===== config.mk =====
export PLATFORM = sky130hd
export DESIGN_NAME = semaforo_monitor_flat
export DESIGN_NICKNAME = d
export VERILOG_FILES = /design/src/rtl/semaforo_monitor_if.sv /design/src/rtl/semaforo_monitor.sv /design/src/flat_wrapper.sv
export SDC_FILE = /design/constraint.sdc
export NUM_CORES = 1
export LEC_CHECK = 0
export BUFFER_PORTS_ARGS = -buffer_cell sky130_fd_sc_hd__buf_2
export CAP_MARGIN = 5
export CORE_MARGIN = 1
export CORE_UTILIZATION = 45
export CTS_BUF_LIST = sky130_fd_sc_hd__clkbuf_2
export CTS_CLUSTER_SIZE = 16
export DETAILED_ROUTE_END_ITERATION = 12
export PLACE_DENSITY = 0.66
export SYNTH_ARGS = -nofsm -noshare
export SYNTH_HDL_FRONTEND = slang
export SYNTH_SLANG_ARGS = --single-unit
export TNS_END_PERCENT = 20

===== constraint.sdc =====
create_clock -name clk_i -period 2.75 [get_ports clk_i]
set_clock_uncertainty 0.2 [all_clocks]
set_input_delay 0.275 -clock clk_i [delete_from_list [all_inputs] [get_ports clk_i]]
set_output_delay 0.275 -clock clk_i [all_outputs]
set_load 0.01 [all_outputs]

===== src/rtl/semaforo_monitor_if.sv =====
// Lamp/fault bundle between the intersection top (master) and the safety monitor (slave).
// cycles_o is only meaningful when SEMAFORO_MONITOR_CYCLES_EN is defined.
interface semaforo_monitor_if;
  logic        tick_i;
  logic        clear_i;
  logic        red1_i;
  logic        yellow1_i;
  logic        green1_i;
  logic        red2_i;
  logic        yellow2_i;
  logic        green2_i;
  logic        fault_o;
  logic [2:0]  fault_code_o;
  logic [15:0] cycles_o;

  modport master (
    output tick_i, clear_i,
    output red1_i, yellow1_i, green1_i,
    output red2_i, yellow2_i, green2_i,
    input  fault_o, fault_code_o, cycles_o
  );

  modport slave (
    input  tick_i, clear_i,
    input  red1_i, yellow1_i, green1_i,
    input  red2_i, yellow2_i, green2_i,
    output fault_o, fault_code_o, cycles_o
  );
endinterface


===== src/rtl/semaforo_monitor.sv =====
// Two-light traffic signal safety monitor: lamp sampling, protocol checks, sticky fault code.
// Optional macro SEMAFORO_MONITOR_CYCLES_EN builds the completed light-1 cycle counter.
module semaforo_monitor #(
  parameter int unsigned MIN_YELLOW = 2,
  parameter int unsigned MAX_PHASE  = 8,
  parameter int unsigned CNT_W      = 8
) (
  input  logic              clk_i,
  input  logic              rst_i,
  semaforo_monitor_if.slave mon
);

  localparam int unsigned LAMP_W = 3;
  localparam int unsigned CODE_W = 3;
  localparam int unsigned CYC_W  = 16;

  localparam logic [LAMP_W-1:0] LAMP_R = 3'b100;
  localparam logic [LAMP_W-1:0] LAMP_Y = 3'b010;
  localparam logic [LAMP_W-1:0] LAMP_G = 3'b001;

  localparam logic [CODE_W-1:0] CODE_NONE     = 3'd0;
  localparam logic [CODE_W-1:0] CODE_ONEHOT1  = 3'd1;
  localparam logic [CODE_W-1:0] CODE_ONEHOT2  = 3'd2;
  localparam logic [CODE_W-1:0] CODE_CONFLICT = 3'd3;
  localparam logic [CODE_W-1:0] CODE_ILLEGAL  = 3'd4;
  localparam logic [CODE_W-1:0] CODE_SHORT_Y  = 3'd5;
  localparam logic [CODE_W-1:0] CODE_TIMEOUT  = 3'd6;

  localparam logic [CNT_W-1:0] MAX_CNT = CNT_W'(MAX_PHASE);
  localparam logic [CNT_W-1:0] MIN_Y   = CNT_W'(MIN_YELLOW);

  function automatic logic is_one_hot(input logic [LAMP_W-1:0] s);
    return (s == LAMP_R) || (s == LAMP_Y) || (s == LAMP_G);
  endfunction

  function automatic logic legal_step(input logic [LAMP_W-1:0] p, input logic [LAMP_W-1:0] c);
    return ((p == LAMP_G) && (c == LAMP_Y)) ||
           ((p == LAMP_Y) && (c == LAMP_R)) ||
           ((p == LAMP_R) && (c == LAMP_G));
  endfunction

  function automatic logic non_red(input logic [LAMP_W-1:0] s);
    return (s != '0) && !s[2];
  endfunction

  logic [LAMP_W-1:0] cur1, cur2, prv1, prv2;
  logic              tick_q;
  logic              samp_v;
  logic              prime;

  logic [CNT_W-1:0]  cnt1, cnt2;
  logic [CNT_W-1:0]  cnt1_nxt, cnt2_nxt;

  logic              fault_q, fault_nxt;
  logic [CODE_W-1:0] code_q, code_nxt, det;

  logic oh1, oh2, chg1, chg2;
  logic conflict, illegal, short_y, timeout;

  // Stage 1: lamp/tick capture; samp_v marks a real sample in cur, prime a real one in prv.
  always_ff @(posedge clk_i) begin
    if (rst_i) begin
      cur1   <= '0;
      cur2   <= '0;
      prv1   <= '0;
      prv2   <= '0;
      tick_q <= 1'b0;
      samp_v <= 1'b0;
      prime  <= 1'b0;
    end else begin
      cur1   <= {mon.red1_i, mon.yellow1_i, mon.green1_i};
      cur2   <= {mon.red2_i, mon.yellow2_i, mon.green2_i};
      prv1   <= cur1;
      prv2   <= cur2;
      tick_q <= mon.tick_i;
      samp_v <= 1'b1;
      prime  <= samp_v;
    end
  end

  // Stage 2: phase counters, protocol checks and sticky fault resolution.
  always_comb begin
    oh1      = is_one_hot(cur1);
    oh2      = is_one_hot(cur2);
    chg1     = prime && (cur1 != prv1);
    chg2     = prime && (cur2 != prv2);

    cnt1_nxt = cnt1;
    if (chg1) begin
      cnt1_nxt = '0;
    end else if (tick_q && (cnt1 < MAX_CNT)) begin
      cnt1_nxt = cnt1 + CNT_W'(1);
    end

    cnt2_nxt = cnt2;
    if (chg2) begin
      cnt2_nxt = '0;
    end else if (tick_q && (cnt2 < MAX_CNT)) begin
      cnt2_nxt = cnt2 + CNT_W'(1);
    end

    conflict = non_red(cur1) && non_red(cur2);
    illegal  = (chg1 && oh1 && is_one_hot(prv1) && !legal_step(prv1, cur1)) ||
               (chg2 && oh2 && is_one_hot(prv2) && !legal_step(prv2, cur2));
    short_y  = (prime && (prv1 == LAMP_Y) && (cur1 == LAMP_R) && (cnt1 < MIN_Y)) ||
               (prime && (prv2 == LAMP_Y) && (cur2 == LAMP_R) && (cnt2 < MIN_Y));
    timeout  = (cnt1_nxt == MAX_CNT) || (cnt2_nxt == MAX_CNT);

    det = CODE_NONE;
    if (samp_v) begin
      if (!oh1)          det = CODE_ONEHOT1;
      else if (!oh2)     det = CODE_ONEHOT2;
      else if (conflict) det = CODE_CONFLICT;
      else if (illegal)  det = CODE_ILLEGAL;
      else if (short_y)  det = CODE_SHORT_Y;
      else if (timeout)  det = CODE_TIMEOUT;
    end

    // A fresh detection beats clear; otherwise the first code stays latched.
    fault_nxt = fault_q;
    code_nxt  = code_q;
    if ((det != CODE_NONE) && (mon.clear_i || !fault_q)) begin
      fault_nxt = 1'b1;
      code_nxt  = det;
    end else if (mon.clear_i) begin
      fault_nxt = 1'b0;
      code_nxt  = CODE_NONE;
    end
  end

  always_ff @(posedge clk_i) begin
    if (rst_i) begin
      cnt1    <= '0;
      cnt2    <= '0;
      fault_q <= 1'b0;
      code_q  <= CODE_NONE;
    end else begin
      if (samp_v) begin
        cnt1 <= cnt1_nxt;
        cnt2 <= cnt2_nxt;
      end
      fault_q <= fault_nxt;
      code_q  <= code_nxt;
    end
  end

  assign mon.fault_o      = fault_q;
  assign mon.fault_code_o = code_q;

`ifdef SEMAFORO_MONITOR_CYCLES_EN
  logic [CYC_W-1:0] cycles_q;

  // One completed light-1 cycle per R->G; keeps counting while faulted.
  always_ff @(posedge clk_i) begin
    if (rst_i) begin
      cycles_q <= '0;
    end else if (samp_v && prime && (prv1 == LAMP_R) && (cur1 == LAMP_G)) begin
      cycles_q <= cycles_q + CYC_W'(1);
    end
  end

  assign mon.cycles_o = cycles_q;
`else
  assign mon.cycles_o = '0;
`endif

endmodule

===== src/flat_wrapper.sv =====
// flat-port wrapper written by rule: the top's interface ports become plain ports
module semaforo_monitor_flat 
#(
  parameter int unsigned MIN_YELLOW = 2,
  parameter int unsigned MAX_PHASE  = 8,
  parameter int unsigned CNT_W      = 8
)
  (clk_i, rst_i, mon_tick_i, mon_clear_i, mon_red1_i, mon_yellow1_i, mon_green1_i, mon_red2_i, mon_yellow2_i, mon_green2_i, mon_fault_o, mon_fault_code_o, mon_cycles_o);
  semaforo_monitor_if mon_i ();
  input  logic clk_i;
  input  logic rst_i;
  input wire logic [$bits(mon_i.tick_i)-1:0] mon_tick_i;
  input wire logic [$bits(mon_i.clear_i)-1:0] mon_clear_i;
  input wire logic [$bits(mon_i.red1_i)-1:0] mon_red1_i;
  input wire logic [$bits(mon_i.yellow1_i)-1:0] mon_yellow1_i;
  input wire logic [$bits(mon_i.green1_i)-1:0] mon_green1_i;
  input wire logic [$bits(mon_i.red2_i)-1:0] mon_red2_i;
  input wire logic [$bits(mon_i.yellow2_i)-1:0] mon_yellow2_i;
  input wire logic [$bits(mon_i.green2_i)-1:0] mon_green2_i;
  output wire logic [$bits(mon_i.fault_o)-1:0] mon_fault_o;
  output wire logic [$bits(mon_i.fault_code_o)-1:0] mon_fault_code_o;
  output wire logic [$bits(mon_i.cycles_o)-1:0] mon_cycles_o;
  assign mon_i.tick_i = mon_tick_i;
  assign mon_i.clear_i = mon_clear_i;
  assign mon_i.red1_i = mon_red1_i;
  assign mon_i.yellow1_i = mon_yellow1_i;
  assign mon_i.green1_i = mon_green1_i;
  assign mon_i.red2_i = mon_red2_i;
  assign mon_i.yellow2_i = mon_yellow2_i;
  assign mon_i.green2_i = mon_green2_i;
  assign mon_fault_o = mon_i.fault_o;
  assign mon_fault_code_o = mon_i.fault_code_o;
  assign mon_cycles_o = mon_i.cycles_o;
  semaforo_monitor #(.MIN_YELLOW(MIN_YELLOW), .MAX_PHASE(MAX_PHASE), .CNT_W(CNT_W)) u_core (.clk_i(clk_i), .rst_i(rst_i), .mon(mon_i));
endmodule

==> qor.yml <==
status: "completed"
layout-drive-gt1-share: 0.1835
cp-start-kind: "flop"
yosysSeqAreaShare: 0.3883
clock-sinks: 35
grt_usage: 0.1676
vias_per_cell: 5.086
grt_max_degree: 19
pre_cts_ws_ns: 0.3180
tritoncts: "done"
p_leak_nw: 0.8481
worst_hold_path_type: "input port to flop"
grt_pass1_wl_mm: 5.423
clk_pin_slew_worst_paths_ns: 0.19
wl_per_cell_um: 12.11
rows: 22
ys_ff_latch: 35
syn_to_final_growth_pct: 10.61
post-route-min-period_ns: 2.446
fillers: 345
start_util: 0.4820
slew-limit-headroom: 0.6626
wl_mm: 3.221
final_max_slew_viol_count: 0
netlist_area_sq_mm: 0.001804
r2r-start: "u_core.cnt1[7]"
min_path_cells: 2
min_to: "u_core.samp_v"
p_per_area_mw_per_mm2: 499.3
cap_violations: 0
r2r_end: "u_core.mon.fault_code_o[1]"
io_pins: 30
drtAntennaViolNets: 0
diodes: 0
hp-start: "rst_i"
die_w_um: 65.32
worst_slew_pin_slew_ns: 0.4991
vias: 1353
final_nets: 229
fin_ws_ns: 0.3041
post_cts_resized: 0
vdd_drop_max_uv: 287.1
core_sq_mm: 0.003744
critPathArrivalTime_ns: 2.60
cts-root-buf: "clkbuf_2"
htreeDepth: 2
hold_viol: 0
antenna_found_initial: 0
seqCellArea_sq_um: 700.7
dr.pass1.iters: 4
synthDistinctLibCells: 50
syn_inst: 195
mostFrequentLayoutCells: "35 x dfxtp_1, 18 x nor2b_1, 16 x conb_1"
multiInputGateArea_sq_um: 993.5
port_buffers: 13
r2r_slack_ns: 0.30
drcViolationCount: 0
design_area_sq_mm: 0.001996
grt-ovfl-total: 0
r2r_cells: 7
numCtsBuffers: 5
first_global_vias: 1268
setup_viol: 0
endpoint_kind: "flop"
worstPathMaxFanout: 4
cts.path.max_buffers: 2
placed_area_sq_mm: 0.001857
mostFrequentLayoutCell: "dfxtp_1"
place.gp.congestion: 0.8501
grt_setup_unrepaired: "false"
die-height_um: 65.32
die_area_sq_mm: 0.004267
clk_latency_ns: 0.39
period_share: 0.8894
postSynthAreaPerCell_sq_um: 9.252
finalSetupTns_ns: 0
first_iter_violations: 53
ys_warn_count: 0
dpl.hpwl_mm: 2.316
cp_data_required_time_ns: 2.90
path_class: "flop to flop"
max_freq_ghz: 0.4088
repair_timing:
item,CTS,global route
hold buffers,7,0
setup buffers,0,0
endpoints found under the hold margin,7,0
cell usage after synthesis (all sizes together):
cell type / number / share of area
a31oi: 3 / 0.010
mux2i: 2 / 0.011
o31ai: 3 / 0.012
xor2: 6 / 0.029
clkbuf: 6 / 0.013
nor2b: 18 / 0.062
and3b: 1 / 0.0055
a22oi: 1 / 0.0042
o211ai: 1 / 0.0069
buf: 17 / 0.071
nand3: 1 / 0.0028
nor4b: 2 / 0.0097
xnor2: 4 / 0.019
nor3: 6 / 0.019
and3: 3 / 0.011
o31a: 1 / 0.0049
and4: 1 / 0.0049
nor3b: 4 / 0.029
ha: 2 / 0.014
nand4b: 3 / 0.023
or2b: 1 / 0.0049
a32o: 2 / 0.011
o21ai: 11 / 0.037
dfxtp: 35 / 0.39
inv: 4 / 0.0083
mux2: 1 / 0.0062
conb: 1 / 0.0021
nor2: 14 / 0.029
nand2: 8 / 0.017
nor4bb: 3 / 0.017
nand2b: 1 / 0.0035
o311ai: 2 / 0.0097
or4: 2 / 0.012
a211oi: 1 / 0.0042
a21oi: 9 / 0.025
and2: 9 / 0.032
a32oi: 1 / 0.0049
o2111ai: 1 / 0.0049
and2b: 2 / 0.0097
nand4bb: 1 / 0.0062
nand4: 1 / 0.0035
per-layer routing:
layer | wire length [um] | global-route usage | vias up
met3 | 166 | 0.05903 | 6
met1 | 1561 | 0.1994 | 611
li1 | - | - | 692
met4 | 52 | 0.06522 | 0
met2 | 1441 | 0.2745 | 44
met5 | 0 | 0 | -
worst max-delay path, stage by stage, from the launching register on:
cell and delay, ns:
dfxtp_1 0.35, or4_4 0.57, nor3b_4 0.26, mux2_1 0.33
and4_1 0.20, nand4b_4 0.18, o21ai_2 0.15, a32o_1 0.18
cell families (layout without fill, tap and decap cells):
family / after synthesis / in the layout / share of synthesized area
AND/OR/NAND/NOR: 81 / 81 / 0.3024
AO/OA/AOI/OAI: 36 / 36 / 0.1352
flip-flops: 35 / 35 / 0.3883
buffers and inverters: 27 / 35 / 0.09223
XOR/XNOR: 10 / 10 / 0.04854
multiplexers: 3 / 3 / 0.01734
adder cells (fa/ha/maj): 2 / 2 / 0.01387
other: 1 / 16 / 0.002078
per-stage QoR:
step / utilization / hold slack [ns] / total power [mW] / cells
2_1_floorplan: - / 0.2032 / 0.6535 / 210
3_3_place_gp: 0.4960 / 0.2438 / 0.6597 / 251
3_5_place_dp: 0.4960 / 0.2494 / 0.6646 / 251
4_1_cts: 0.5331 / 0.01402 / 1.009 / 266
5_1_grt: 0.5331 / 0.008697 / 1.045 / 266
6_report: 0.5331 / 0.02235 / 0.9964 / 266
flip-flops by register name, summed over array words and instances, names as in the netlist:
signal and count:
u_core.mon.fault_o 1, u_core.cur1 3, u_core.cnt2 8, u_core.samp_v 1, u_core.cnt1 8, u_core.prv2 3
u_core.prime 1, u_core.prv1 3, u_core.tick_q 1, u_core.cur2 3, u_core.mon.fault_code_o 3
power breakdown:
part	switching, mW	internal, mW	leakage (nW)
Sequential	0.0204	0.524	0.286
Clock	0.181	0.154	0.0429
Combinational	0.0620	0.0554	0.519
worst max-delay path by stage:
stage | depth (start not counted) | end | slack, ns | start
6_report | 7 | u_core.mon.fault_code_o[1] | 0.30 | u_core.cnt1[7]
3_3_place_gp | 7 | u_core.mon.fault_code_o[1] | 0.37 | u_core.cnt1[7]
2_1_floorplan | 7 | u_core.mon.fault_code_o[1] | 0.43 | u_core.cnt1[7]
4_1_cts | 7 | u_core.mon.fault_code_o[1] | 0.28 | u_core.cnt1[7]
3_5_place_dp | 7 | u_core.mon.fault_code_o[1] | 0.32 | u_core.cnt1[7]
5_1_grt | 7 | u_core.mon.fault_o | 0.18 | u_core.cnt1[7]
area by class of cell:
type | instances | area share
Sequential cell | 35 | 0.3511
Inverter | 4 | 0.007524
Timing Repair Buffer | 23 | 0.07900
Multi-Input combinational cell | 148 | 0.4978
Clock buffer | 5 | 0.01254
Tap cell | 48 | 0.03009
Clock inverter | 3 | 0.02194
Note: power is estimated with default switching activity, not from simulation.
